## config.mk

```make
export PLATFORM = sky130hd
export DESIGN_NAME = step_decoder_flat
export DESIGN_NICKNAME = d
export VERILOG_FILES = /design/src/rtl/step_decoder_if.sv /design/src/rtl/step_decoder.sv /design/src/flat_wrapper.sv
export SDC_FILE = /design/constraint.sdc
export NUM_CORES = 1
export LEC_CHECK = 0
export CAP_MARGIN = 20
export CORE_MARGIN = 2
export CORE_UTILIZATION = 53
export DETAILED_ROUTE_END_ITERATION = 8
export PLACE_DENSITY = 0.82
export SYNTH_ARGS = -nofsm -noshare
export SYNTH_HDL_FRONTEND = slang
export SYNTH_SLANG_ARGS = --single-unit
export TNS_END_PERCENT = 30
```

## constraint.sdc

```tcl
create_clock -name clk -period 3.7 [get_ports clk]
set_input_delay 0.925 -clock clk [delete_from_list [all_inputs] [get_ports clk]]
set_output_delay 0.925 -clock clk [all_outputs]
set_load 0.1 [all_outputs]
```

## src/rtl/step_decoder_if.sv

```systemverilog
// Step/dir decoder bus: step/dir pins and host controls in, position and speed readback out.
interface step_decoder_if #(
    parameter int POS_W = 32,
    parameter int PER_W = 24
);
    logic                    step_in;
    logic                    dir_in;
    logic                    set_pos;
    logic signed [POS_W-1:0] pos_val;
    logic [PER_W-1:0]        timeout_val;
    logic                    clear_err;
    logic signed [POS_W-1:0] pos;
    logic [PER_W-1:0]        period;
    logic                    period_valid;
    logic                    dir;
    logic                    step_seen;
    logic                    moving;
    logic                    err_setup;

    modport master (
        output step_in, dir_in, set_pos, pos_val, timeout_val, clear_err,
        input  pos, period, period_valid, dir, step_seen, moving, err_setup
    );

    modport slave (
        input  step_in, dir_in, set_pos, pos_val, timeout_val, clear_err,
        output pos, period, period_valid, dir, step_seen, moving, err_setup
    );
endinterface

```

## src/rtl/step_decoder.sv

```systemverilog
// Step/dir input decoder: synchronizes step/dir, counts position, measures step period, detects timeout.
// Optional dir-setup violation checker enabled by defining STEP_DECODER_SETUP_CHECK_EN.
module step_decoder #(
    parameter int POS_W       = 32,
    parameter int PER_W       = 24,
    parameter int SYNC_STAGES = 2,
    parameter int DIR_SETUP   = 4
) (
    input logic           clk,
    input logic           reset,
    step_decoder_if.slave bus
);
    typedef enum logic [1:0] {IDLE, FIRST, RUN} state_t;

    localparam logic [PER_W-1:0] CNT_MAX = '1;

    function automatic logic [PER_W-1:0] sat_inc(input logic [PER_W-1:0] v);
        return (v == CNT_MAX) ? v : v + PER_W'(1);
    endfunction

    logic [SYNC_STAGES-1:0]  step_sync;
    logic [SYNC_STAGES-1:0]  dir_sync;
    logic [SYNC_STAGES-1:0]  fill;
    logic                    prev;
    logic                    sync_step;
    logic                    sync_dir;
    logic                    step_edge;
    logic                    timeout_hit;
    state_t                  state;
    logic signed [POS_W-1:0] pos;
    logic [PER_W-1:0]        cnt;
    logic [PER_W-1:0]        period;
    logic                    period_valid;
    logic                    dir;
    logic                    step_seen;
    logic                    moving;
    logic                    err_setup;

    assign sync_step   = step_sync[SYNC_STAGES-1];
    assign sync_dir    = dir_sync[SYNC_STAGES-1];
    assign step_edge   = sync_step & ~prev;
    assign timeout_hit = (bus.timeout_val != '0) && (cnt >= bus.timeout_val);

    // Synchronizer stage; prev is held high until the chain has refilled after reset,
    // so a step_in that is already high needs a fresh rising edge to count.
    always_ff @(posedge clk) begin
        if (reset) begin
            step_sync <= '0;
            dir_sync  <= '0;
            fill      <= '0;
            prev      <= 1'b0;
        end else begin
            step_sync <= {step_sync[SYNC_STAGES-2:0], bus.step_in};
            dir_sync  <= {dir_sync[SYNC_STAGES-2:0], bus.dir_in};
            fill      <= {fill[SYNC_STAGES-2:0], 1'b1};
            prev      <= fill[SYNC_STAGES-1] ? sync_step : 1'b1;
        end
    end

    // Decode stage: position, gap counter and motion state machine
    always_ff @(posedge clk) begin
        if (reset) begin
            state        <= IDLE;
            pos          <= '0;
            cnt          <= '0;
            period       <= '0;
            period_valid <= 1'b0;
            dir          <= 1'b0;
            step_seen    <= 1'b0;
            moving       <= 1'b0;
        end else begin
            step_seen <= step_edge;
            cnt       <= step_edge ? PER_W'(1) : sat_inc(cnt);

            if (bus.set_pos)
                pos <= bus.pos_val;
            else if (step_edge)
                pos <= sync_dir ? pos - POS_W'(1) : pos + POS_W'(1);

            if (step_edge) begin
                dir <= sync_dir;
                unique case (state)
                    IDLE: begin
                        state  <= FIRST;
                        moving <= 1'b1;
                    end
                    FIRST: begin
                        if (sync_dir == dir) begin
                            state        <= RUN;
                            period       <= cnt;
                            period_valid <= 1'b1;
                        end
                    end
                    RUN: begin
                        if (sync_dir == dir) begin
                            period <= cnt;
                        end else begin
                            state        <= FIRST;
                            period_valid <= 1'b0;
                        end
                    end
                    default: begin
                        state  <= IDLE;
                        moving <= 1'b0;
                    end
                endcase
            end else if (state != IDLE && timeout_hit) begin
                state        <= IDLE;
                moving       <= 1'b0;
                period_valid <= 1'b0;
            end
        end
    end

`ifdef STEP_DECODER_SETUP_CHECK_EN
    localparam int DSU_W = $clog2(DIR_SETUP + 1);
    localparam logic [DSU_W-1:0] DSU_MAX = DSU_W'(DIR_SETUP);

    logic [DSU_W-1:0] dsu_cnt;
    logic             dir_prev;
    logic             dir_armed;
    logic             dir_change;

    // A dir change seen while the synchronizer refills is not a real transition.
    assign dir_change = dir_armed & (sync_dir != dir_prev);

    always_ff @(posedge clk) begin
        if (reset) begin
            dsu_cnt   <= DSU_MAX;
            dir_prev  <= 1'b0;
            dir_armed <= 1'b0;
            err_setup <= 1'b0;
        end else begin
            dir_prev  <= sync_dir;
            dir_armed <= fill[SYNC_STAGES-1];
            if (dir_change)
                dsu_cnt <= DSU_W'(1);
            else if (dsu_cnt < DSU_MAX)
                dsu_cnt <= dsu_cnt + DSU_W'(1);
            if (step_edge && (dir_change || dsu_cnt < DSU_MAX))
                err_setup <= 1'b1;
            else if (bus.clear_err)
                err_setup <= 1'b0;
        end
    end
`else
    logic unused_clear_err;
    assign unused_clear_err = bus.clear_err;
    assign err_setup        = 1'b0;
`endif

    assign bus.pos          = pos;
    assign bus.period       = period;
    assign bus.period_valid = period_valid;
    assign bus.dir          = dir;
    assign bus.step_seen    = step_seen;
    assign bus.moving       = moving;
    assign bus.err_setup    = err_setup;
endmodule

```

## src/flat_wrapper.sv

```systemverilog
// flat-port wrapper written by rule: the top's interface ports become plain ports
module step_decoder_flat 
#(
    parameter int POS_W       = 32,
    parameter int PER_W       = 24,
    parameter int SYNC_STAGES = 2,
    parameter int DIR_SETUP   = 4
)
  (clk, reset, bus_step_in, bus_dir_in, bus_set_pos, bus_pos_val, bus_timeout_val, bus_clear_err, bus_pos, bus_period, bus_period_valid, bus_dir, bus_step_seen, bus_moving, bus_err_setup);
  step_decoder_if #(.POS_W(POS_W), .PER_W(PER_W)) bus_i ();
  input logic clk;
  input logic reset;
  input wire logic [$bits(bus_i.step_in)-1:0] bus_step_in;
  input wire logic [$bits(bus_i.dir_in)-1:0] bus_dir_in;
  input wire logic [$bits(bus_i.set_pos)-1:0] bus_set_pos;
  input wire logic [$bits(bus_i.pos_val)-1:0] bus_pos_val;
  input wire logic [$bits(bus_i.timeout_val)-1:0] bus_timeout_val;
  input wire logic [$bits(bus_i.clear_err)-1:0] bus_clear_err;
  output wire logic [$bits(bus_i.pos)-1:0] bus_pos;
  output wire logic [$bits(bus_i.period)-1:0] bus_period;
  output wire logic [$bits(bus_i.period_valid)-1:0] bus_period_valid;
  output wire logic [$bits(bus_i.dir)-1:0] bus_dir;
  output wire logic [$bits(bus_i.step_seen)-1:0] bus_step_seen;
  output wire logic [$bits(bus_i.moving)-1:0] bus_moving;
  output wire logic [$bits(bus_i.err_setup)-1:0] bus_err_setup;
  assign bus_i.step_in = bus_step_in;
  assign bus_i.dir_in = bus_dir_in;
  assign bus_i.set_pos = bus_set_pos;
  assign bus_i.pos_val = bus_pos_val;
  assign bus_i.timeout_val = bus_timeout_val;
  assign bus_i.clear_err = bus_clear_err;
  assign bus_pos = bus_i.pos;
  assign bus_period = bus_i.period;
  assign bus_period_valid = bus_i.period_valid;
  assign bus_dir = bus_i.dir;
  assign bus_step_seen = bus_i.step_seen;
  assign bus_moving = bus_i.moving;
  assign bus_err_setup = bus_i.err_setup;
  step_decoder #(.POS_W(POS_W), .PER_W(PER_W), .SYNC_STAGES(SYNC_STAGES), .DIR_SETUP(DIR_SETUP)) u_core (.clk(clk), .reset(reset), .bus(bus_i));
endmodule
```

==> results.md <==
- Reg power frac: 0.388
- Clock root buffer master: clkbuf_16
- Crit Path Category: flop to flop
- Pins over their slew limit: 0
- Reg2reg start: u_core.dir_sync[1]
- Fin. Hold Viols: 0
- Setup tns final: 0 ps
- Hold endpoint: u_core.prev
- Min-delay src: u_core.fill[1]
- Pwr Total: 2.74 mW
- Post-Layout Cell Count: 1043
- Global-route wire length before repair: 27200 um
- # DRC: 0
- Die width: 112 um
- Vias per cell: 5.83
- Status: finished clean
- Clk pwr share: 0.391
- Worst slew margin: 0.324
- Synthesized cell area: 6180 um2
- Reg2Reg Setup Slack: 570 ps
- Ports: 123
- Number of global-route vias before repair: 5776
- Max Cap Viol: 0
- Hold-fix buffers at CTS: 0
- Area Growth Syn to Fin: 25.4%
- Critical Path Sink Type: flop
- EDFF count, synth: 0
- Height of the die: 112 um
- Hpwl dp: 11900 um
- Total global-route track usage: 0.263
- Clk_lat worst skew: 350 ps
- Yosys reg bits: 93
- Wirelength per Cell: 15.9 um
- Crit-path max FO: 26
- Cts bufs inserted: 9
- GRT overflow: 0
- Final nets: 1017
- Critical Path AT: 3380 ps
- CP required: 3950 ps
- Comb power frac: 0.220
- Post-CTS resize count: 0
- Top cells by area, synth: dfxtp_1 30%, ha_1 12%, a21oi_1 7.7%
- Pwr Density: 354 nW/um2
- Clock buffer depth: 2
- VDD IR max: 0.311 mV
- Net Count, Synth: 920
- Seq/Total Area, Yosys: 0.301
- Clock sinks: 93
- Final min period: 3130 ps
- Dpl cells: 1027
- Port Buffers: 120
- Fmax: 320 MHz
- Top-area cell type share of the netlist area: 0.301
- TritonCTS clock tree: done
- FP Rows: 39
- Initial Util: 0.541
- Sw power: 0.822 mW
- Internal cell power: 1.92 mW
- 1st-iter DRT viols: 304
- Switching Fraction: 0.300
- Cell taking the most area after synthesis: dfxtp_1
- Clock Skews: 5.34 ps
- P_leak: 3.36 nW
- Post-CTS Repair Setup Buffers: 0
- Post-Syn Area per Cell: 7.74 um2
- Synth cell types: 60
- Min-Delay Path Class: flop to flop
- Synth Flop Type: dfxtp_1
- Period utilisation layout: 0.846
- Hold Path Depth: 1
- Share of cells above drive strength 1: 0.0489
- N_diodes: 0
- CTS H-tree lvls: 3
- Initial antenna violation count: 0
- RR Endpoint: u_core.bus.pos[21]
- Mapped Cells: 798
- Reg clk slew, reported paths: 60 ps
- Vias: 6083
- FFs w/ async S/R, synth: 0
- Nature of the critical path startpoint: flop
- Layout filler cell count: 978
- Routed wire length: 16600 um
- RSZ-0062 raised after global routing: false
- R2r worst-path depth: 10
- Die Area: 12500 um2
- ANT nets after route: 0
- Tightest Pin Transition: 1010 ps
- Core Region: 11400 um2
- Largest net degree at the start of global routing: 61
- Drt first pass iters: 5
- YS warnings: 0
- Routability Congestion: 0.927
- Finish-stage setup viols: 0
==> registers in the layout, summed over array words and instances (netlist names) <==
register / cells
u_core.bus.period_valid: 1
u_core.prev: 1
u_core.bus.period: 24
u_core.cnt: 24
u_core.bus.dir: 1
u_core.state: 2
u_core.bus.step_seen: 1
u_core.fill: 2
u_core.bus.pos: 32
u_core.bus.moving: 1
u_core.dir_sync: 2
u_core.step_sync: 2
==> power by group through the flow <==
stage / sequential [mW] / clock, mW / combinational, mW
2_1_floorplan: 1.26 / 0 / 0.251
3_3_place_gp: 1.09 / 0 / 0.591
3_5_place_dp: 1.09 / 0 / 0.598
4_1_cts: 1.06 / 1.09 / 0.603
5_1_grt: 1.07 / 1.13 / 0.647
6_report: 1.06 / 1.07 / 0.604
==> layout make-up <==
type	count	area [um2]	area share
repair buffers	127	1220	0.157
clock buffers	12	246	0.0318
clock inverters	4	95.1	0.0123
multi-input cells	619	3980	0.513
well taps	143	179	0.0231
flip-flops and latches	93	1860	0.240
inverters	45	169	0.0218
==> layer usage <==
layer,vias up,part of all wire,wire length [um],GRT usage
met5,-,0,0,0
li1,3040,-,-,-
met1,2811,0.43,7120,0.315
met4,0,0.027,452,0.106
met2,193,0.49,8050,0.459
met3,39,0.056,931,0.0561
==> cells by family (layout without fill, tap and decap cells) <==
group                      after synthesis  after routing  share of synthesized area
AOI/OAI and AO/OA                      232            232                      0.237
other                                    1              1                   0.000607
DFF                                     93             93                      0.301
xor gates and xnor gates                42             42                     0.0596
buffers and inverters                   86            188                     0.0549
muxes                                    7              7                     0.0113
adders and majority gates               60             60                      0.123
and+or+nand+nor                        277            277                      0.212
==> Yosys cell counts (11+ instances only) <==
library cell and count:
clkbuf_1 29, o21ai_0 37, nor2b_1 11, a21oi_1 95, nor2_1 62, xnor2_1 22
dfxtp_1 93, ha_1 59, nand4_1 25, and3_1 12, a21o_1 29, inv_1 45
xor2_1 20, nand2_1 112
==> worst max path at each step <==
| stage | from | to | slack, ps | depth (start not counted) |
|---|---|---|---|---|
| 2_1_floorplan | u_core.bus.pos[2] | u_core.bus.pos[20] | 530 | 9 |
| 3_3_place_gp | bus_timeout_val[13] | u_core.state[1] | 350 | 9 |
| 3_5_place_dp | bus_timeout_val[9] | u_core.state[1] | 320 | 9 |
| 4_1_cts | u_core.dir_sync[1] | u_core.bus.pos[21] | 610 | 10 |
| 5_1_grt | u_core.dir_sync[1] | u_core.bus.pos[21] | 350 | 10 |
| 6_report | u_core.dir_sync[1] | u_core.bus.pos[21] | 570 | 10 |
==> worst max-delay path: stages (launching register included) <==
cell and delay [ps]:
dfxtp_1 520, buf_4 390, ha_1 390, a21oi_1 230, nor2b_1 70, o21a_1 160, a311oi_1 400, a21oi_2 170
nand2b_1 180, xnor2_1 160, a2111oi_2 350
==> layout by cell type (no fill, tap or decap), types with 9 or more instances in the layout <==
master and count:
a21oi_1 95, nor2b_1 11, xor2_1 20, o211a_1 9
clkdlybuf4s50_1 107, nand4_1 25, clkbuf_16 9, inv_1 45
or3_1 9, nand2_1 112, and3_1 12, ha_1 59
buf_4 19, nor2_1 62, xnor2_1 22, o21ai_0 37
nor3_1 10, dfxtp_1 93, a21o_1 29
==> through the flow <==
step	cell area (um2)	setup slack [ps]	hold WS, ps	util
after detailed placement	7400	321	407	0.648
final	7740	571	413	0.678
after global placement	7400	345	390	0.648
after global routing	7740	346	427	0.678
after CTS	7740	606	414	0.678
after floorplan	6180	535	389	-
Note: power is estimated with default switching activity, not from simulation.
